===== src/rtl/branch_pkg.sv =====
// Shared constants and immediate-field extraction helpers for the branch target unit.
package branch_pkg;

  typedef enum logic [1:0] {
    MODE_BR   = 2'b00,
    MODE_JAL  = 2'b01,
    MODE_JALR = 2'b10,
    MODE_RSV  = 2'b11
  } mode_e;

  localparam int IMM_B_W = 13;
  localparam int IMM_J_W = 21;
  localparam int IMM_I_W = 12;

  localparam logic [2:0] LINK_INC = 3'd4;

  function automatic logic [IMM_B_W-1:0] imm_b(input logic [31:0] ins);
    return {ins[31], ins[7], ins[30:25], ins[11:8], 1'b0};
  endfunction

  function automatic logic [IMM_J_W-1:0] imm_j(input logic [31:0] ins);
    return {ins[31], ins[19:12], ins[20], ins[30:21], 1'b0};
  endfunction

  function automatic logic [IMM_I_W-1:0] imm_i(input logic [31:0] ins);
    return ins[31:20];
  endfunction

endpackage


===== src/rtl/branch_imm_signex.sv =====
// Combinational sign-extender from IN_W bits to OUT_W bits (OUT_W must exceed IN_W).
module branch_imm_signex #(
  parameter int IN_W  = 12,
  parameter int OUT_W = 32
) (
  input  logic [IN_W-1:0]  imm,
  output logic [OUT_W-1:0] imm_ext
);

  assign imm_ext = {{(OUT_W-IN_W){imm[IN_W-1]}}, imm};

endmodule


===== src/rtl/branch_target_unit.sv =====
// Two-stage pipelined branch/JAL/JALR target generator with valid/ready handshakes and flush.
module branch_target_unit
  import branch_pkg::*;
#(
  parameter int XLEN  = 32,
  parameter int C_EXT = 0
) (
  input  logic            clk,
  input  logic            rst,
  input  logic            flush,
  input  logic            in_valid,
  output logic            in_ready,
  input  logic [1:0]      mode,
  input  logic [31:0]     instr,
  input  logic [XLEN-1:0] pc,
  input  logic [XLEN-1:0] rs1,
  output logic            out_valid,
  input  logic            out_ready,
  output logic [XLEN-1:0] target,
  output logic [XLEN-1:0] link,
  output logic [1:0]      out_mode,
  output logic            misaligned,
  output logic            illegal
);

  logic [XLEN-1:0] imm_b_s, imm_j_s, imm_i_s, imm_sel_s, base_sel_s;
  logic            s1_valid_r;
  logic [XLEN-1:0] s1_imm_r, s1_base_r, s1_pc_r;
  logic [1:0]      s1_mode_r;
  logic [XLEN-1:0] sum_s, tgt_s, link_s;
  logic            mis_s, ill_s;
  logic            out_stall_s, s2_adv_s, accept_s;

  branch_imm_signex #(.IN_W(IMM_B_W), .OUT_W(XLEN)) u_sx_b (.imm(imm_b(instr)), .imm_ext(imm_b_s));
  branch_imm_signex #(.IN_W(IMM_J_W), .OUT_W(XLEN)) u_sx_j (.imm(imm_j(instr)), .imm_ext(imm_j_s));
  branch_imm_signex #(.IN_W(IMM_I_W), .OUT_W(XLEN)) u_sx_i (.imm(imm_i(instr)), .imm_ext(imm_i_s));

  assign out_stall_s = out_valid & ~out_ready;
  assign s2_adv_s    = s1_valid_r & ~out_stall_s;
  assign in_ready    = ~flush & (~s1_valid_r | ~out_stall_s);
  assign accept_s    = in_valid & in_ready;

  // Select immediate and base operand by instruction mode.
  always_comb begin
    imm_sel_s  = {XLEN{1'b0}};
    base_sel_s = pc;
    case (mode)
      MODE_BR:   begin imm_sel_s = imm_b_s; base_sel_s = pc;  end
      MODE_JAL:  begin imm_sel_s = imm_j_s; base_sel_s = pc;  end
      MODE_JALR: begin imm_sel_s = imm_i_s; base_sel_s = rs1; end
      default:   begin imm_sel_s = {XLEN{1'b0}}; base_sel_s = pc; end
    endcase
  end

  // Stage 1: operand register; flush only drops the valid bit.
  always_ff @(posedge clk) begin
    if (rst) begin
      s1_valid_r <= 1'b0;
      s1_imm_r   <= {XLEN{1'b0}};
      s1_base_r  <= {XLEN{1'b0}};
      s1_pc_r    <= {XLEN{1'b0}};
      s1_mode_r  <= 2'b00;
    end else if (flush) begin
      s1_valid_r <= 1'b0;
    end else if (accept_s) begin
      s1_valid_r <= 1'b1;
      s1_imm_r   <= imm_sel_s;
      s1_base_r  <= base_sel_s;
      s1_pc_r    <= pc;
      s1_mode_r  <= mode;
    end else if (s2_adv_s) begin
      s1_valid_r <= 1'b0;
    end else begin
      s1_valid_r <= s1_valid_r;
    end
  end

  // Target addition, JALR lsb clear, and illegal/misalignment qualification.
  always_comb begin
    sum_s  = s1_base_r + s1_imm_r;
    tgt_s  = sum_s;
    ill_s  = 1'b0;
    mis_s  = 1'b0;
    link_s = s1_pc_r + XLEN'(LINK_INC);
    case (s1_mode_r)
      MODE_JALR: tgt_s[0] = 1'b0;
      MODE_RSV:  begin tgt_s = {XLEN{1'b0}}; ill_s = 1'b1; end
      default:   tgt_s = sum_s;
    endcase
    if (ill_s) begin
      mis_s = 1'b0;
    end else if (C_EXT == 0) begin
      mis_s = tgt_s[1];
    end else begin
      mis_s = 1'b0;
    end
  end

  // Stage 2: output register, held stable while the consumer stalls.
  always_ff @(posedge clk) begin
    if (rst) begin
      out_valid  <= 1'b0;
      target     <= {XLEN{1'b0}};
      link       <= {XLEN{1'b0}};
      out_mode   <= 2'b00;
      misaligned <= 1'b0;
      illegal    <= 1'b0;
    end else if (flush) begin
      out_valid <= 1'b0;
    end else if (s2_adv_s) begin
      out_valid  <= 1'b1;
      target     <= tgt_s;
      link       <= link_s;
      out_mode   <= s1_mode_r;
      misaligned <= mis_s;
      illegal    <= ill_s;
    end else if (out_ready) begin
      out_valid <= 1'b0;
    end else begin
      out_valid <= out_valid;
    end
  end

endmodule


===== config.mk =====
export PLATFORM = sky130hd
export DESIGN_NAME = branch_target_unit
export DESIGN_NICKNAME = d
export VERILOG_FILES = /design/src/rtl/branch_pkg.sv /design/src/rtl/branch_imm_signex.sv /design/src/rtl/branch_target_unit.sv
export SDC_FILE = /design/constraint.sdc
export NUM_CORES = 1
export LEC_CHECK = 0
export CORE_UTILIZATION = 44
export DETAILED_ROUTE_END_ITERATION = 16
export DONT_BUFFER_PORTS = 1
export GPL_ROUTABILITY_DRIVEN = 1
export PLACE_DENSITY = 0.6
export SLEW_MARGIN = 20
export SYNTH_ARGS = -nofsm -noshare
export SYNTH_HDL_FRONTEND = slang
export SYNTH_SLANG_ARGS = --single-unit

===== constraint.sdc =====
create_clock -name clk -period 2.4 [get_ports clk]
set_clock_uncertainty 0.1 [all_clocks]
set_input_delay 0.24 -clock clk [delete_from_list [all_inputs] [get_ports clk]]
set_output_delay 0.24 -clock clk [all_outputs]
set_load 0.05 [all_outputs]

==> results by group, run 1 <==
Pwr
  – Maximum vdd drop: 0.000512 V
  – Logic pwr share: 13.4%
  – PD cells: 627 nW/um2
  – P_int: 4550 uW
  – Sw Ratio: 28.4%
  – Clock Power Share: 41.3%
  – Sequential fraction of design power: 45.3%
  – Net Sw Power: 1810 uW
  – Leak: 0.00397 uW
  – Power after layout: 6360 uW

CTS
  – CTS H-tree depth: 4
  – CTS tree: yes
  – Worst-Skew Late Latency: 0.43 ns
  – Clock Sinks: 156
  – Num CTS Buffers: 17
  – Root Driver: clkbuf_16
  – Worst-path clk slew: 0.07 ns
  – CTS Buffer Depth: 2

Yosys
  – Post-Synthesis Cells: 973
  – Ys flop type: dfxtp_1
  – Post-synth net total: 1109
  – Synth area leader: dfxtp_1
  – Asr flop ratio synth: 0%
  – Register area share after synthesis: 39.7%
  – Synth Area in XOR/XNOR: 4.90%
  – Synth area leaders: dfxtp_1 (40%), nand2_1 (6.8%), a211oi_1 (6.3%)
  – Post-Synth Simple-Gate Area: 20.3%
  – Synth Area in Compound Gates: 21.3%
  – Number of distinct library cells after synthesis: 49
  – Post-Synth Adder-Cell Area: 5.35%
  – Synth Register Bits: 156
  – Proportion of synthesized area in mux cells: 4.84%
  – Syn Area/Cell: 8.08 um2
  – Largest family of logic cells by synthesized area: compound AO/OA/AOI/OAI gates
  – Yosys top cell area share: 39.7%
  – Synthesis Warnings: 0
  – Number of synthesized flops with an enable pin: 0
  – Post-Syn Area: 7860 um2

Floorplanning
  – Chip width: 136 um
  – Io pins: 173
  – Initial Util: 45.3%
  – Core Area: 17400 um2
  – Std cell rows: 48
  – DIE AREA: 18400 um2
  – Die Y-Extent: 136 um

Layout
  – Final instance area: 10100 um2
  – Leading cell type in the layout, fill and taps excluded: dfxtp_1
  – Commonest cells after routing, fill and taps aside: dfxtp_1 (147), nand2_1 (143), nor2_1 (121), a21oi_1 (88), dlygate4sd3_1 (80)
  – FF/Latch Area: 3130 um2
  – Final net count: 1227
  – Synth-to-layout area growth: 29.1%
  – Fillers: 1615
  – Final Non-Filler Cells: 1331
  – Layout cell share with drive strength beyond 1: 14.2%
  – Multi-input logic area: 4650 um2

Global route
  – First-pass GRT wire length: 35800 um
  – Vias in the first global route: 7073
  – Grt ovf: 0
  – Pin count of the biggest net entering global routing: 109
  – Initial antenna violation count: 1
  – Overall routing resource usage: 25.1%

Setup path
  – Critical path data arrival time: 2.70 ns
  – Worst-path cell chain: ha_4 > inv_2 > fa_2 > nor2b_2 > o21ai_2 > a21oi_2 > o211ai_1 > a211oi_2 > o21bai_1 > a21o_1 > a32o_1
  – Slowest cell on the critical path: dfxtp_2
  – Worst path required time: 2.62 ns
  – Crit path kind: flop to flop
  – Critical Path Source Type: flop
  – CP max FO: 2
  – CP max stage delay: 0.35 ns
  – Worst setup EP type: flop

Placed design
  – Inst Count DP: 1208
  – Cell Area, Placed: 8530 um2
  – Input/output buffers: 0
  – Post-DP HPWL: 15900 um
  – Final GP Congestion: 0.853

Detailed routing
  – Drt wl/cell: 17.2 um
  – DR pass1 iterations: 4
  – Number of vias in the routed layout: 7261
  – Final ANT Viol Nets: 0
  – Initial drt markers: 424
  – Drt drc: 0
  – Post-DR vias/cell: 5.46
  – Final wirelength: 22900 um

Run status
  – Failing checks: negative hold slack, negative setup slack
  – Outcome: finished with violations

Worst hold path
  – Hold Path Class: primary input to flop

Run
  – Max-cap violations: 0

STA
  – Total negative slack: -0.413 ns
  – Final Hold Vio Count: 1
  – Slew at the pin closest to its max-slew limit: 0.703 ns
  – Peak Freq: 402 MHz
  – WHS: -0.00448 ns
  – Final setup vio count: 6
  – PnR worst setup slack: -0.0861 ns
  – Rel. slew slack: 53.0%
  – Minimum clock period: 2.49 ns
  – Unrepaired setup endpoints after global routing: true
  – Final period util: 104%
  – Final Max Slew Viols: 0
## sequential cells by signal (all words and copies together), names as in the netlist
name	cells
target	32
s1_base_r	32
out_mode	2
s1_imm_r	21
illegal	1
s1_pc_r	32
link	32
out_valid	1
s1_mode_r	2
s1_valid_r	1
## final cells by class
type,count,share of cell area [%]
inverter,8,0.296
multi-input combinational,746,45.8
clock inverter,14,1.34
sequential,156,30.9
clock buffer,18,4.23
antenna,2,0.0493
tap,225,2.77
timing repair buffer,162,14.6
## cells in the mapped netlist, types with 12 or more instances
master	instances
ha_1	32
a211oi_1	66
mux2i_1	38
nor2_1	121
nand2_1	143
xnor2_1	17
a21o_1	16
clkbuf_1	49
a21oi_1	97
dfxtp_1	156
a22oi_1	12
nor3_1	19
nand3_1	24
xor2_1	27
o21ai_0	36
## per-layer routing
metal  global-route usage, %  routed length, um  vias to the layer above  part of all wire [%]
li1                        -                  -                     3691                     -
met1                    33.7              10900                     3356                    48
met2                    38.7              10300                      186                    45
met3                    5.80               1240                       28                   5.4
met4                    9.68                506                        0                   2.2
met5                       0                  0                        -                     0
## final timing paths
path | start | endpoint | slack (ns) | cells after the start
max reg2reg | s1_imm_r[0] | target[24] | -0.09 | 11
max | s1_imm_r[0] | target[24] | -0.09 | 11
min | rs1[22] | s1_base_r[22] | -0.004 | 2
min reg2reg | s1_pc_r[1] | link[1] | 0.36 | 2
## worst max-delay path: cells and delay by family, from the launching register on
family,cells,cell delay [ns]
AO/OA/AOI/OAI,7,1.24
adder cells (fa/ha/maj),2,0.49
flip-flops,1,0.35
AND/OR/NAND/NOR,1,0.15
buffers and inverters,1,0.04
## metrics by stage
stage / util (%) / worst slack [ns] / hold WS (ns)
after floorplan: - / -0.00308 / 0.219
after global placement: 49.2 / -0.261 / 0.220
after detailed placement: 49.2 / -0.338 / 0.222
after CTS: 57.4 / -0.212 / 0.000415
after global routing: 58.5 / -0.228 / 0.00255
final: 58.5 / -0.0861 / -0.00448
## kinds of logic after synthesis
group / after synthesis
and+or+nand+nor: 366
buffers and inverters: 72
adders and majority gates: 33
xor gates and xnor gates: 44
AOI/OAI and AO/OA: 264
muxes: 38
DFF: 156
## power groups by stage
| stage | logic [uW] | registers [uW] | clock network [uW] |
|---|---|---|---|
| global placement | 678 | 2930 | 0 |
| finish | 853 | 2880 | 2630 |
| global route | 938 | 2890 | 2770 |
| CTS | 826 | 2880 | 2670 |
| detailed placement | 682 | 2930 | 0 |
| floorplan | 493 | 2910 | 0 |
## what timing repair did
item	CTS	global route
setup buffers	3	4
endpoints found under the setup margin	13	36
hold buffers	79	2
cloned	0	1
endpoints found under the hold margin	137	1
resized for setup	19	30
pin swaps	12	19
(Power assumes the default switching activity.)
==> inputs of run 2 (changes only) <==
--- a/config.mk
+++ b/config.mk
@@ -9,6 +9,7 @@
 export DETAILED_ROUTE_END_ITERATION = 16
 export DONT_BUFFER_PORTS = 1
 export GPL_ROUTABILITY_DRIVEN = 1
+export GPL_TIMING_DRIVEN = 0
 export PLACE_DENSITY = 0.6
 export SLEW_MARGIN = 20
 export SYNTH_ARGS = -nofsm -noshare
==> results by group, run 2 (synthesis gave the netlist of run 1 again) <==
CTS
  – Worst-path clk slew: 0.06 ns (about the same)
  – Worst-Skew Late Latency: 0.43 ns (about the same)
  – Clock Sinks: 156 (unchanged)
  – CTS Buffer Depth: 2 (unchanged)
  – CTS tree: yes
  – Num CTS Buffers: 17 (unchanged)
  – Root Driver: clkbuf_16
  – CTS H-tree depth: 4 (unchanged)

Setup path
  – Worst path required time: 2.62 ns (about the same)
  – Worst setup EP type: flop
  – Worst-path cell chain: ha_4 > inv_2 > fa_2 > nor2b_2 > o21ai_2 > a21oi_2 > o211ai_1 > a211oi_2 > buf_4 > o21bai_4 > a21o_1 > a32o_1
  – FF-to-FF path depth: 12 (+1)
  – Crit path kind: flop to flop
  – Worst Setup EP: target[24]
  – Critical Path Source Type: flop
  – Reg2Reg Setup Slack: -0.14 ns (-0.06 ns)
  – CP max FO: 3 (+1)
  – Crit path max-delay family: compound AO/OA/AOI/OAI gates
  – Reg-to-Reg End: target[24]
  – WP buf/inv: 2 (+1)
  – Slowest cell on the critical path: dfxtp_2
  – Critical path data arrival time: 2.76 ns (+0.06 ns)
  – CP max stage delay: 0.35 ns (about the same)
  – Worst r2r src: s1_imm_r[0]
  – Critical Path Stages: 12 (+1)
  – CP Launch Point: s1_imm_r[0]

Layout
  – FF/Latch Area: 3140 um2 (+0.28%)
  – Antenna Cells: 0 (-2)
  – Synth-to-layout area growth: 26.4%
  – Fillers: 1599 (-0.99%)
  – Multi-input logic area: 4800 um2 (+3.4%)
  – Layout cell share with drive strength beyond 1: 13.2% (-1.0 points)
  – Final net count: 1208 (-1.5%)
  – Utilization after layout: 57.3% (-1.2 points)
  – Commonest cells after routing, fill and taps aside: nand2_1 (142), dfxtp_1 (142), nor2_1 (118), a21oi_1 (82), dlygate4sd3_1 (70)

Global route
  – Pin count of the biggest net entering global routing: 20 (-82%)
  – Overall routing resource usage: 27.0% (+1.9 points)
  – Initial antenna violation count: 0 (-1)
  – Vias in the first global route: 6988 (-1.2%)
  – First-pass GRT wire length: 37700 um (+5.3%)
  – Grt ovf: 0 (unchanged)

STA
  – Rel. slew slack: 44.0% (-9.0 points)
  – PnR worst setup slack: -0.142 ns (-0.0556 ns)
  – Slew at the pin closest to its max-slew limit: 0.839 ns (+0.136 ns)
  – Final Hold Vio Count: 3 (+2)
  – Minimum clock period: 2.54 ns (+0.0556 ns)
  – Final period util: 106% (+2.3 points)
  – Final setup vio count: 6 (unchanged)
  – Peak Freq: 393 MHz (-2.2%)
  – Final Max Slew Viols: 0 (unchanged)
  – Unrepaired setup endpoints after global routing: true
  – WHS: -0.0175 ns (-0.0130 ns)

Run
  – Max-cap violations: 0 (unchanged)

Detailed routing
  – Final ANT Viol Nets: 0 (unchanged)
  – Initial drt markers: 492 (+16%)
  – DR pass1 iterations: 5 (+1)
  – Drt drc: 0 (unchanged)
  – Final wirelength: 24500 um (+7.4%)
  – Number of vias in the routed layout: 7348 (+1.2%)
  – Drt wl/cell: 18.8 um (+9.2%)
  – Post-DR vias/cell: 5.61 (+2.9%)

Floorplanning
  – DIE AREA: 18400 um2 (unchanged)
  – Io pins: 173 (unchanged)
  – Core Area: 17400 um2 (unchanged)
  – Std cell rows: 48 (unchanged)
  – Initial Util: 45.3% (unchanged)
  – Die Y-Extent: 136 um (unchanged)
  – Chip width: 136 um (unchanged)

Pwr
  – Leak: 0.00365 uW (-8.1%)
  – Maximum vdd drop: 0.000523 V (+2.3%)
  – PD cells: 649 nW/um2 (+3.6%)

Run status
  – Outcome: finished with violations
  – Failing checks: negative hold slack, negative setup slack

Worst hold path
  – Hold Path Class: primary input to flop

Placed design
  – Post-DP HPWL: 17800 um (+12%)
  – Input/output buffers: 0 (unchanged)
  – Final GP Congestion: 0.904 (+6.0%)
[run 2: cell count changes in the layout (fill, tap and decap cells not counted), sizes merged]
cell and change:
buf -50, clkbuf +46, dlygate4sd3 -10, inv -5
diode -2, and2 -1, bufinv +1, clkinvlp -1
[run 2: through the flow]
| stage | area (um2) | total power, uW | setup slack, ns | instances | TNS, ns |
|---|---|---|---|---|---|
| finish | 9940 | 6460 | -0.142 | 1309 | -0.414 |
| global placement | 8170 | 3580 | -0.628 | 1198 | -38.76 |
| CTS | 9660 | 6430 | -0.201 | 1299 | -0.880 |
| floorplan | 7890 | 3400 | -0.00308 | 973 | -0.00308 |
| global route | 9940 | 6660 | -0.214 | 1309 | -1.23 |
| detailed placement | 8170 | 3590 | -0.629 | 1198 | -39.95 |
[run 2: repair_timing]
action                     4_1_cts  5_1_grt
setup endpoints to repair      138       94
pin swaps                       18       19
hold endpoints to repair        69        2
resized for setup               59       61
buffers inserted                11        8
hold buffers                    66        4
[run 2: worst min path at each step]
stage	startpoint	endpoint	slack [ns]	cells past startpoint
floorplan	flush	out_valid	0.22	1
global placement	flush	s1_valid_r	0.22	1
detailed placement	flush	out_valid	0.22	1
CTS	pc[24]	s1_base_r[24]	0.001	2
global route	pc[6]	s1_base_r[6]	0.003	2
finish	pc[6]	s1_base_r[6]	-0.02	2
[run 2: area by class of cell]
type | count | share of cell area, %
buffer | 55 | 2.40
clock buffer | 22 | 4.87
clock inverter | 9 | 1.13
inverter | 8 | 0.302
multi-input combinational | 745 | 48.3
sequential | 156 | 31.6
tap | 225 | 2.83
timing repair buffer | 89 | 8.52
[run 2: layer usage]
metal	global-route usage, %	routed length [um]	vias up
met5	0	0	-
met4	8.55	481	0
met3	5.80	1380	38
met2	44.1	11500	213
met1	35.2	11100	3454
li1	-	-	3643
[run 2: power breakdown]
group / total, uW / switching [uW] / leakage [uW] / internal, uW
Sequential: 2890 / 185 / 0.00128 / 2700
Clock: 2750 / 1110 / 0.000280 / 1640
Combinational: 818 / 477 / 0.00209 / 341
Total: 6460 / 1770 / 0.00365 / 4680
==> inputs of run 3 (changes only) <==
--- a/config.mk
+++ b/config.mk
@@ -5,6 +5,7 @@
 export SDC_FILE = /design/constraint.sdc
 export NUM_CORES = 1
 export LEC_CHECK = 0
+export ABC_AREA = 1
 export CORE_UTILIZATION = 44
 export DETAILED_ROUTE_END_ITERATION = 16
 export DONT_BUFFER_PORTS = 1
==> results by group, run 3 <==
Yosys
  – Synth Register Bits: 156 (unchanged)
  – Syn Area/Cell: 6.34 um2 (-21%)
  – Synthesis Warnings: 0 (unchanged)
  – Asr flop ratio synth: 0% (unchanged)
  – Synth area leaders: dfxtp_1 (35%), nand2_1 (18%), inv_1 (8.1%)
  – Ys flop type: dfxtp_1
  – Post-Synthesis Cells: 1396 (+43%)
  – Number of distinct library cells after synthesis: 35 (-29%)
  – Post-synth top cells: nand2_1 (426), inv_1 (190), dfxtp_1 (156)
  – Post-Syn Area: 8860 um2 (+13%)
  – Synth area leader: dfxtp_1
  – Yosys top cell area share: 35.3% (-4.5 points)
  – Register area share after synthesis: 35.3% (-4.5 points)
  – Post-synth net total: 1532 (+38%)
  – Number of synthesized flops with an enable pin: 0 (unchanged)
  – Top-count cell post-synth: nand2_1

Pwr
  – PD cells: 621 nW/um2 (-4.3%)
  – Maximum vdd drop: 0.000540 V (+3.1%)
  – Power after layout: 6700 uW (+3.8%)
  – Leak: 0.00499 uW (+37%)

Floorplanning
  – Core Area: 19600 um2 (+13%)
  – Initial Util: 45.2% (-0.080 points)
  – Die Y-Extent: 144 um (+6.1%)
  – DIE AREA: 20700 um2 (+12%)
  – Chip width: 144 um (+6.1%)
  – Io pins: 173 (unchanged)
  – Std cell rows: 51 (+6.3%)

CTS
  – Root Driver: clkbuf_16
  – CTS Buffer Depth: 2 (unchanged)
  – Clock Sinks: 156 (unchanged)
  – CTS tree: yes
  – Worst-Skew Late Latency: 0.44 ns (about the same)
  – Worst-path clk slew: 0.07 ns (about the same)
  – Num CTS Buffers: 17 (unchanged)
  – CTS H-tree depth: 4 (unchanged)
  – Postcts setup bufs: 0 (-11)

STA
  – WHS: 0.0174 ns (+0.0349 ns)
  – Rel. slew slack: 41.5% (-2.5 points)
  – Peak Freq: 440 MHz (+12%)
  – PnR worst setup slack: 0.128 ns (+0.269 ns)
  – Unrepaired setup endpoints after global routing: false
  – Final period util: 94.7% (-11 points)
  – Final Hold Vio Count: 0 (-3)
  – Total negative slack: 0 ns (+0.414 ns)
  – Final Max Slew Viols: 0 (unchanged)
  – Minimum clock period: 2.27 ns (-0.269 ns)
  – Final setup vio count: 0 (-6)
  – Slew at the pin closest to its max-slew limit: 0.877 ns (+0.0379 ns)

Global route
  – Grt ovf: 0 (unchanged)
  – Vias in the first global route: 8889 (+27%)
  – First-pass GRT wire length: 46300 um (+23%)
  – Overall routing resource usage: 29.8% (+2.9 points)
  – Initial antenna violation count: 2 (+2)
  – Pin count of the biggest net entering global routing: 17 (-15%)

Layout
  – Synth-to-layout area growth: 21.7%
  – Final Non-Filler Cells: 1788 (+37%)
  – Commonest cells after routing, fill and taps aside: nand2_1 (426), inv_1 (189), dfxtp_1 (154), nor2_1 (110), o21ai_0 (99)
  – Layout cell share with drive strength beyond 1: 4.80% (-8.4 points)
  – Fillers: 1959 (+23%)
  – Leading cell type in the layout, fill and taps excluded: nand2_1
  – Final net count: 1645 (+36%)

Setup path
  – CP max FO: 6 (+3)
  – Crit path kind: flop to flop
  – Worst path required time: 2.63 ns (about the same)
  – CP max stage delay: 0.53 ns (+0.18 ns)
  – Worst setup EP type: flop
  – Slowest cell on the critical path: dfxtp_1
  – Critical Path Source Type: flop
  – Most used cell, CP: nand3_1
  – Critical path data arrival time: 2.50 ns (-0.26 ns)
  – Worst-path cell chain: nand3_1 > nor3_2 > nand3_1 > nor2_1 > xnor2_1 > nand2_1 > o211ai_1 > inv_1

Detailed routing
  – DR pass1 iterations: 5 (unchanged)
  – Final ANT Viol Nets: 0 (unchanged)
  – Number of vias in the routed layout: 9372 (+28%)
  – Drt drc: 0 (unchanged)
  – Drt wl/cell: 16.9 um (-10%)
  – Final wirelength: 30200 um (+23%)
  – Initial drt markers: 503 (+2.2%)
  – Post-DR vias/cell: 5.24 (-6.6%)

Run
  – Max-cap violations: 0 (unchanged)

Worst hold path
  – Hold Path Class: primary input to flop

Run status
  – Outcome: finished, final reports clean

Placed design
  – Inst Count DP: 1661 (+39%)
  – Input/output buffers: 0 (unchanged)
  – Dpl ws: -0.138 ns (+0.491 ns)
  – Final GP Congestion: 0.973 (+7.7%)
  – Post-DP HPWL: 23200 um (+31%)
[run 3: final timing paths]
check | start | endpoint | slack (ns) | cells past startpoint
max reg2reg | s1_pc_r[2] | link[17] | 0.13 | 8
max | s1_pc_r[2] | link[17] | 0.13 | 8
min reg2reg | s1_imm_r[10] | s1_imm_r[10] | 0.37 | 2
min | mode[1] | s1_imm_r[11] | 0.02 | 4
[run 3: where the power goes]
part	switching [uW]	internal (uW)
clock network	1160	1780
registers	202	2710
logic	513	327
total	1880	4820
[run 3: critical path, delay by kind of cell (launching register included)]
family / cells / cell delay, ns
XOR/XNOR: 1 / 0.14
AND/OR/NAND/NOR: 5 / 1.24
buffers and inverters: 1 / 0.06
AO/OA/AOI/OAI: 1 / 0.10
flip-flops: 1 / 0.53
[run 3: layout make-up]
type	instances	area [um2]	area share (%)
buffer	55	231	2.15
inverter	193	724	6.72
timing repair buffer	94	941	8.73
antenna	2	5.00	0.0464
multi-input combinational	992	4790	44.5
clock buffer	19	443	4.11
tap	265	332	3.08
clock inverter	12	186	1.73
sequential	156	3130	29.0
[run 3: what timing repair did]
item	4_1_cts	5_1_grt
endpoints found under the setup margin	11	93
hold endpoints to repair	89	0
hold buffers	94	0
gates resized for setup	2	6
[run 3: per-layer routing]
metal	share of wire [%]	GRT usage [%]	routed length (um)
met1	42	35.0	12800
met2	48	52.1	14500
met3	6.0	6.16	1800
met4	3.7	13.2	1110
met5	0	0	0
[run 3: cells by family after synthesis]
group	after synthesis	share of synthesized area, %
fa+ha+maj	33	4.75
buf+inv	248	10.8
xor+xnor	16	1.58
simple gates	681	31.6
compound gates	262	16.1
flops	156	35.3
[run 3: per-stage QoR]
step | utilization [%] | area (um2)
finish | 55.0 | 10800
global route | 55.0 | 10800
global placement | 46.9 | 9190
CTS | 55.0 | 10800
floorplan | - | 8860
detailed placement | 46.9 | 9190
